**config.mk**
```make
export PLATFORM = sky130hd
export DESIGN_NAME = bound_flasher_param
export DESIGN_NICKNAME = d
export VERILOG_FILES = /design/src/rtl/bound_flasher_pkg.sv /design/src/rtl/bound_flasher_param_step_prescaler.sv /design/src/rtl/bound_flasher_param.sv
export SDC_FILE = /design/constraint.sdc
export NUM_CORES = 1
export LEC_CHECK = 0
export BUFFER_PORTS_ARGS = -buffer_cell sky130_fd_sc_hd__buf_2
export CORE_MARGIN = 5
export CORE_UTILIZATION = 52
export DETAILED_ROUTE_END_ITERATION = 12
export PLACE_DENSITY = 0.76
export RECOVER_POWER = 100
export SYNTH_ARGS = -nofsm -noshare
export SYNTH_HDL_FRONTEND = slang
export SYNTH_SLANG_ARGS = --single-unit
export TNS_END_PERCENT = 1
```
**constraint.sdc**
```tcl
create_clock -name clk -period 2.15 [get_ports clk]
set_input_delay 0 -clock clk [delete_from_list [all_inputs] [get_ports clk]]
set_output_delay 0 -clock clk [all_outputs]
set_load 0.03 [all_outputs]
```
**src/rtl/bound_flasher_pkg.sv**
```systemverilog
// rtl/bound_flasher_pkg.sv - shared phase encoding and parameter helpers for the bound flasher
//
// Purpose : phase constants shared by the flasher top and its users, plus
//           elaboration-time helpers (parameter legality, prescaler width).
// Ports   : none (package).
package bound_flasher_pkg;

   typedef enum logic [2:0] {
      IDLE = 3'd0,
      UP1  = 3'd1,
      DN1  = 3'd2,
      UP2  = 3'd3,
      DN2  = 3'd4,
      UP3  = 3'd5,
      DN3  = 3'd6
   } phase_t;

   // Bounds must be strictly ordered inside the bar and the step rate non-zero.
   function automatic bit params_legal(input int n_led, input int kick_lo,
                                       input int kick_hi, input int step_div);
      return (kick_lo >= 1) && (kick_lo < kick_hi) && (kick_hi < n_led) && (step_div >= 1);
   endfunction

   // A divide-by-one prescaler still needs a 1-bit counter to stay legal.
   function automatic int cnt_width(input int step_div);
      return (step_div > 1) ? $clog2(step_div) : 1;
   endfunction

endpackage

```
**src/rtl/bound_flasher_param_step_prescaler.sv**
```systemverilog
// rtl/bound_flasher_param_step_prescaler.sv - divide-by-STEP_DIV step tick generator
//
// Purpose : emits a one-cycle tick every STEP_DIV unfrozen cycles.
// Ports   : clk   - rising-edge clock
//           reset - synchronous active-low reset
//           clr   - restart the count from zero (sequence start)
//           hold  - freeze the count and suppress tick
//           tick  - step strobe, high on the last count of each period
module step_prescaler
   import bound_flasher_pkg::*;
#(
   parameter int STEP_DIV = 1
) (
   input  logic clk,
   input  logic reset,
   input  logic clr,
   input  logic hold,
   output logic tick
);

   localparam int CW = cnt_width(STEP_DIV);
   localparam logic [CW-1:0] LAST = CW'(STEP_DIV - 1);

   logic [CW-1:0] cnt;

   assign tick = !hold && (cnt == LAST);

   always_ff @(posedge clk) begin
      if (!reset) begin
         cnt <= '0;
      end else if (clr) begin
         cnt <= '0;
      end else if (!hold) begin
         cnt <= (cnt == LAST) ? '0 : cnt + 1'b1;
      end
   end

endmodule

```
**src/rtl/bound_flasher_param.sv**
```systemverilog
// rtl/bound_flasher_param.sv - parametrised bound flasher driving a thermometer LED bar
//
// Purpose : bounces an N_LED thermometer bar 0->KICK_LO->0->KICK_HI->KICK_LO->N_LED->0
//           after a flick, with flick kick-back at the bound levels and a
//           programmable step rate.
// Ports   : clk   - rising-edge clock
//           reset - synchronous active-low reset
//           flick - start / kick-back request, level-sampled
//           pause - freeze the sequence (only when BF_PAUSE_EN is defined)
//           LED   - registered thermometer output, (1<<level)-1
//           phase - registered current state encoding (phase_t)
// Config  : BF_PAUSE_EN adds the pause port; otherwise the sequence never freezes.
module bound_flasher_param
   import bound_flasher_pkg::*;
#(
   parameter int N_LED    = 16,
   parameter int KICK_LO  = 6,
   parameter int KICK_HI  = 11,
   parameter int STEP_DIV = 1
) (
   input  logic             clk,
   input  logic             reset,
   input  logic             flick,
`ifdef BF_PAUSE_EN
   input  logic             pause,
`endif
   output logic [N_LED-1:0] LED,
   output logic [2:0]       phase
);

   localparam int LW = $clog2(N_LED + 1);
   localparam logic [LW-1:0] LV_ZERO = '0;
   localparam logic [LW-1:0] LV_ONE  = LW'(1);
   localparam logic [LW-1:0] LV_LO   = LW'(KICK_LO);
   localparam logic [LW-1:0] LV_HI   = LW'(KICK_HI);
   localparam logic [LW-1:0] LV_N    = LW'(N_LED);

   if (!params_legal(N_LED, KICK_LO, KICK_HI, STEP_DIV)) begin : g_bad_params
      $error("bound_flasher_param: illegal N_LED/KICK_LO/KICK_HI/STEP_DIV");
   end

   phase_t            state, state_d;
   logic [LW-1:0]     level, level_d;
   logic [LW-1:0]     lvl_inc, lvl_dec;
   logic [N_LED-1:0]  led_d;
   logic              tick, clr, pause_i;

`ifdef BF_PAUSE_EN
   assign pause_i = pause;
`else
   assign pause_i = 1'b0;
`endif

   assign lvl_inc = level + LV_ONE;
   assign lvl_dec = level - LV_ONE;

   step_prescaler #(.STEP_DIV(STEP_DIV)) u_prescaler (
      .clk   (clk),
      .reset (reset),
      .clr   (clr),
      .hold  (pause_i),
      .tick  (tick)
   );

   // State register; LED and phase are loaded from the next values so they
   // change on the same edge as the level itself.
   always_ff @(posedge clk) begin
      if (!reset) begin
         state <= IDLE;
         level <= '0;
         LED   <= '0;
         phase <= IDLE;
      end else begin
         state <= state_d;
         level <= level_d;
         LED   <= led_d;
         phase <= state_d;
      end
   end

   // Next state and level. The start from IDLE is immediate and restarts the
   // prescaler; every other move waits for a tick. Kick-back is checked on the
   // current level before the normal step so it wins at a shared level.
   always_comb begin
      state_d = state;
      level_d = level;
      clr     = 1'b0;
      if (state == IDLE) begin
         if (flick && !pause_i) begin
            state_d = UP1;
            level_d = LV_ONE;
            clr     = 1'b1;
         end
      end else if (tick) begin
         case (state)
            UP1: begin
               level_d = lvl_inc;
               if (lvl_inc == LV_LO) state_d = DN1;
            end
            DN1: begin
               level_d = lvl_dec;
               if (lvl_dec == LV_ZERO) state_d = UP2;
            end
            UP2: begin
               if (flick && (level == LV_LO || level == LV_HI)) begin
                  state_d = DN1;
                  level_d = lvl_dec;
               end else begin
                  level_d = lvl_inc;
                  if (lvl_inc == LV_HI) state_d = DN2;
               end
            end
            DN2: begin
               level_d = lvl_dec;
               if (lvl_dec == LV_LO) state_d = UP3;
            end
            UP3: begin
               if (flick && level == LV_HI) begin
                  state_d = DN2;
                  level_d = lvl_dec;
               end else begin
                  level_d = lvl_inc;
                  if (lvl_inc == LV_N) state_d = DN3;
               end
            end
            DN3: begin
               level_d = lvl_dec;
               if (lvl_dec == LV_ZERO) state_d = IDLE;
            end
            default: begin
               state_d = IDLE;
               level_d = '0;
            end
         endcase
      end
   end

   // Thermometer decode of the next level.
   always_comb begin
      led_d = '0;
      for (int i = 0; i < N_LED; i++) begin
         led_d[i] = (LW'(i) < level_d);
      end
   end

endmodule

```
# Word-level counts from Yosys, hierarchy flattened

Index checks and enable logic that the tools add are counted.
Widths: inputs -> output; s select.

Add/subtract/negate cells: 3
$lt $le $gt $ge: 16
Equal/unequal tests: 20
Mux-type cells: 20
Bitwise operators: 2
Reduce and logical (&&, ||, !) cells: 8

Operators by type and width:

| kind                | number |
|---|---|
| $lt 4x5->1 const A  | 8 |
| $mux 3              | 11 |
| $mux 5              | 5 |
| $lt 3x5->1 const A  | 4 |
| $pmux 5 s4          | 1 |
| $pmux 3 s6          | 1 |
| $eq 5x3->1 const B  | 3 |
| $ne 3x3->1 const B  | 4 |
| $eq 5x4->1 const B  | 2 |
| $lt 1x5->1 const A  | 2 |
| $lt 2x5->1 const A  | 2 |
| $eq 3x3->1 const B  | 3 |
| $ne 4x4->1 const B  | 2 |
| $reduce_and 8->1    | 1 |
| $eq 3x2->1 const B  | 2 |
| $reduce_or 3->1     | 2 |
| $add 5x1->5 const B | 1 |
| $eq 5x5->1 const B  | 1 |
| $logic_not 5->1     | 1 |
| $sub 5x1->5 const B | 1 |
| $ne 2x2->1 const B  | 2 |
| $eq 3x1->1 const B  | 1 |
| $logic_not 3->1     | 1 |
| $logic_and 1x1->1   | 2 |
| 4 further kinds     | 6 |

Bits in registers: 25
Bits of input ports: 3
Output and inout bits: 19
Logic and storage cells: 73

# Logic depth before layout (Yosys ltp)

Depth in word-level cells: 8
Gate-level depth with buffers: 10
Gate-level depth less buffers: 9

# Cells and area by module

Synthesis repeated with hierarchy kept, for this count alone.

Cell total of the unflattened synthesis: 178
Area, all modules: 1534.0 µm²

Modules (own cells, without submodules):

| module              | instances | cells each | area an instance (µm²) | sequential area each (µm²) |
|---|---|---|---|---|
| bound_flasher_param | 1         | 177        | 1530.2                 | 460.4 |
| step_prescaler      | 1         | 1          | 3.8                    | 0.0 |

# Worst setup path after synthesis

Ideal clock, no wire load.

Kind: register to register
Start point: register state[1]
End point: register LED[2]
Library setup time: 0.120 ns
Data arrival time: 2.313 ns
Data required time: 2.030 ns
Path slack: -0.283 ns
Cell stages (with the launch flop): 10
Buffers on the path: 3
Period minus slack after synthesis: 2.433 ns
Cells stage by stage: dfxtp_1 -> buf_4 -> or3_1 -> buf_4 -> mux2i_4 -> a311oi_1 -> a22oi_2 -> or2_1 -> buf_6 -> o31a_1

Word-level cells in the longest chain between the ends: 6
Elaborated cells on any way between the ends: 12
Those cells by class: 1 x order compare; 6 x eq/ne; 3 x mux; 2 x reduce/logical

Ends and longest elaborated chain:

| item                                            | RTL line                   | RTL |
|---|---|---|
| start, declared                                 | bound_flasher_param.sv:42  | `phase_t state, state_d;` |
| start signal, assigned                          | bound_flasher_param.sv:74  | `state <= state_d;` |
| $eq 3x3->1 / $eq 3x2->1 (equally long branches) | bound_flasher_param.sv:95  | `case (state)` |
| $reduce_or 3->1 (no source line)                | n/a                        |  |
| $pmux 5 s4                                      | bound_flasher_param.sv:95  |  |
| $mux 5                                          | bound_flasher_param.sv:94  | `end else if (tick) begin` |
| $mux 5 *                                        | bound_flasher_param.sv:88  | `if (state == IDLE) begin` |
| $lt 2x5->1 *                                    | bound_flasher_param.sv:142 | `led_d[i] = (LW'(i) < level_d);` |
| end signal, assigned                            | bound_flasher_param.sv:76  | `LED <= led_d;` |
| end, declared                                   | bound_flasher_param.sv:27  | `output logic [N_LED-1:0] LED,` |

Every way passes the cells marked *; elsewhere a longest branch is shown, timed or not.
A chain may end at the register's enable or synchronous reset.

# Worst setup path after layout

Start point: register level[0]
End point: register LED[10]

Word-level cells in the longest chain between the ends: 8
Elaborated cells on any way between the ends: 14
Those cells by class: 2 x add/sub; 1 x order compare; 2 x eq/ne; 6 x mux; 3 x reduce/logical

Ends and longest elaborated chain:

| item                                                                | RTL line                   | RTL |
|---|---|---|
| start, declared                                                     | bound_flasher_param.sv:43  | `logic [LW-1:0] level, level_d;` |
| start signal, assigned                                              | bound_flasher_param.sv:75  | `level <= level_d;` |
| parallel branches: the longest is 6 deep, another holds $add 5x1->5 | n/a                        |  |
| $mux 5 *                                                            | bound_flasher_param.sv:88  |  |
| $lt 4x5->1 *                                                        | bound_flasher_param.sv:142 |  |

Every way passes the cells marked *.

==> insert_results.sql <==
INSERT INTO impl_metrics (metric_group, metric, value, unit) VALUES
('status', 'run_status', 'complete, but fails checks', ''),
('status', 'violations', 'setup timing', ''),
('sta', 'rsz0062_at_grt', 'yes', ''),
('critical_path', 'cp-end-kind', 'flip-flop', ''),
('critical_path', 'crit_type', 'reg -> reg', ''),
('routing', 'routed-via-count', '1695', ''),
('sta', 'worst_slew_pin_slew', '0.570', 'ns'),
('global_routing', 'global_route.usage.total', '22.1', '%'),
('die', 'initial_utilization', '54.5', '%'),
('global_routing', 'first_global_vias', '1567', ''),
('layout', 'layout.cells.most_common', 'buf_4', ''),
('critical_path', 'critical_path.max_fanout', '8', ''),
('routing', 'wirelength', '4.77', 'mm'),
('global_routing', 'grt-ovfl-total', '0', ''),
('die', 'floorplan.rows', '20', ''),
('placed_design', 'io_buffer_count', '21', ''),
('yosys', 'synth.lib_cells_used.distinct', '63', ''),
('sta', 'fmax', '462', 'MHz'),
('sta', 'slew-limit-headroom', '61.8', '%'),
('routing', 'post_drt_wl_per_cell', '16.8', 'um'),
('cts', 'ctsHtreeMaxLevel', '1', ''),
('routing', 'number_of_antenna_violating_nets_in_the_routed_design', '0', ''),
('pwr', 'ir_worst_vdd', '0.000736', 'V'),
('job', 'timing.max_cap.violations', '0', ''),
('cts', 'clock_path_buffers', '2', ''),
('yosys', 'proportion_of_register_bits_with_asynchronous_set_or_reset_after_synthesis', '0', '%'),
('critical_path', 'ff_to_ff_setup_slack', '-0.01', 'ns'),
('layout', 'final_core_utilization', '72.7', '%'),
('sta', 'timing.clock.skew', '0.00421', 'ns'),
('critical_path', 'cp_data_arrival_time', '2.38', 'ns'),
('cts', 'cts_root_buffer', 'clkbuf_4', ''),
('critical_path', 'worst-endpoint-required', '2.37', 'ns'),
('die', 'core_area', '3050', 'sq um'),
('die', 'die_h', '66.6', 'um'),
('die', 'die_x', '66.6', 'um'),
('yosys', 'ys_seq_elements', '24', ''),
('sta', 'finalHoldWorstSlack', '0.0792', 'ns'),
('layout', 'fraction_of_final_layout_cells_sized_beyond_drive_strength_1', '37.9', '%'),
('cts', 'tritoncts', 'built', ''),
('sta', 'setup-tns-final', '-0.0162', 'ns'),
('layout', 'fillCellCount', '258', ''),
('yosys', 'synth_area_per_cell', '8.62', 'sq um'),
('cts', 'path_clk_slew', '0.13', 'ns'),
('routing', 'drt_first_pass_iters', '8', ''),
('layout', 'commonest_cells_after_routing_fill_and_taps_aside', 'buf_4, dfxtp_1, clkbuf_1', ''),
('cts', 'worst_skew_pair.late_latency', '0.32', 'ns'),
('yosys', 'postSynthCellCount', '193', ''),
('die', 'io_pins', '22', ''),
('yosys', 'synth_sequential_area_ratio', '28.9', '%'),
('yosys', 'synthesized_cell_area', '1660', 'sq um'),
('die', 'die_area', '4430', 'sq um'),
('cts', 'cts_made_buffers', '3', ''),
('yosys', 'synth-edff-count', '0', ''),
('placed_design', 'placed_cells', '276', ''),
('sta', 'finalCriticalPeriod', '2.16', 'ns'),
('sta', 'report.final.slew_viol_count', '0', ''),
('sta', 'final-hold-violation-count', '0', ''),
('layout', 'num-nets-final', '250', ''),
('worst_hold_path', 'hold_path.class', 'in -> reg', ''),
('sta', 'period_share', '101', '%'),
('placed_design', 'dp_hpwl', '3.55', 'mm'),
('pwr', 'power-per-cell-area', '1270', 'nW/um^2'),
('layout', 'layoutNonFillerInstCount', '284', ''),
('routing', 'remaining_drc_errors', '0', ''),
('sta', 'setup_failing_eps_final', '2', ''),
('layout', 'number_of_antenna_diodes', '0', ''),
('pwr', 'power.static_leakage', '0.000914', 'uW'),
('placed_design', 'globalplace.congestion', '0.974', ''),
('global_routing', 'grt_antenna_before_repair', '0', ''),
('yosys', 'yosys_warnings', '0', ''),
('yosys', 'synth_fp_nets', '202', ''),
('cts', 'numClockSinks', '24', ''),
('routing', 'detailedRoute.firstIterationViolations', '117', ''),
('global_routing', 'grt_first_pass_wirelength', '7.58', 'mm'),
('sta', 'worst_slack', '-0.0123', 'ns'),
('layout', 'syn2layout_area_growth', '33.4', '%'),
('global_routing', 'grt_max_degree', '21', ''),
('critical_path', 'startpoint_type', 'flip-flop', ''),
('routing', 'vias_per_cell', '5.97', ''),
('yosys', 'most_frequently_used_flop_master_after_synthesis', 'dfxtp_1', '');
[logic make-up (layout without fill, tap and decap cells)]
logic type	count (synthesis)	count (layout)	share of synthesized area, %
adders and majority gates	7	7	5.11
muxes	1	1	1.35
and+or+nand+nor	61	61	21.2
other	1	1	0.225
DFF	24	24	28.9
buffers and inverters	32	79	9.70
xor gates and xnor gates	2	2	1.05
AOI/OAI and AO/OA	65	65	32.5
[what timing repair did]
action                     CTS  global route
setup buffers                3             1
setup endpoints to repair   12            17
pin swaps                    4            16
resized for setup            7            29
hold buffers                 0             0
[area by class of cell]
| class | count | area [sq um] | share of cell area, % |
|---|---|---|---|
| Timing Repair Buffer | 61 | 393 | 17.7 |
| Sequential cell | 24 | 492 | 22.2 |
| Tap cell | 44 | 55.1 | 2.48 |
| Clock inverter | 1 | 30.0 | 1.35 |
| Clock buffer | 3 | 22.5 | 1.01 |
| Multi-Input combinational cell | 137 | 1170 | 52.8 |
| Inverter | 14 | 55.1 | 2.48 |
[path summary, 6_finish.rpt]
kind	startpoint	cells past startpoint	endpoint
max	level[0]$_SDFF_PN0_	8	LED[10]$_SDFF_PN0_
min	reset	2	LED[2]$_SDFF_PN0_
max reg2reg	level[0]$_SDFF_PN0_	8	LED[10]$_SDFF_PN0_
min reg2reg	state[0]$_SDFFE_PN0P_	3	state[0]$_SDFFE_PN0P_
[power breakdown]
group	total [uW]	switching, uW	internal, uW
Clock	323	135	189
Sequential	645	62.8	582
Combinational	1850	1090	759
[through the flow]
stage               setup slack (ns)  cell area, sq um  total power [uW]
floorplan                    -0.0755              1710              1840
global placement             -0.0232              2010              2290
detailed placement           -0.0895              2010              2330
CTS                          -0.0134              2120              2680
global route                  -0.142              2220              3010
finish                       -0.0123              2220              2820
[Yosys cell counts, drive strengths merged (4+ instances only)]
cell type | number | area, sq um
nand2 | 9 | 33.8
o21ai | 7 | 35.0
nor2b | 6 | 37.5
buf | 13 | 90.1
a31oi | 6 | 37.5
nand3b | 4 | 30.0
nor2 | 8 | 30.0
o21a | 4 | 30.0
a21boi | 4 | 30.0
inv | 13 | 48.8
nor4 | 4 | 25.0
dfxtp | 24 | 480
clkbuf | 5 | 18.8
a21oi | 6 | 30.0
nand3 | 7 | 35.0
o22ai | 4 | 38.8
ha | 6 | 75.1
nor3b | 5 | 37.5
[flip-flops by register name (all words and copies together) (netlist names)]
register         cells
LED                 16
level                4
state                3
u_prescaler.cnt      1
[layer usage]
layer	vias up	share of wire (%)	global-route usage [%]	wire, um
met3	6	6.5	4.22	309
met4	0	0.94	5.08	45
met1	827	46	31.3	2190
li1	805	-	-	-
met5	-	0	0	0
met2	57	47	34.5	2230
[worst max-delay path, cell delays in order, from the launching register on]
cell      delay [ns]
dfxtp_4         0.38
ha_2            0.20
and3b_2         0.25
o2111a_2        0.32
o21ba_4         0.22
a211oi_4        0.21
buf_6           0.16
inv_2           0.04
o311a_1         0.28
Note: power is estimated with default switching activity, not from simulation.
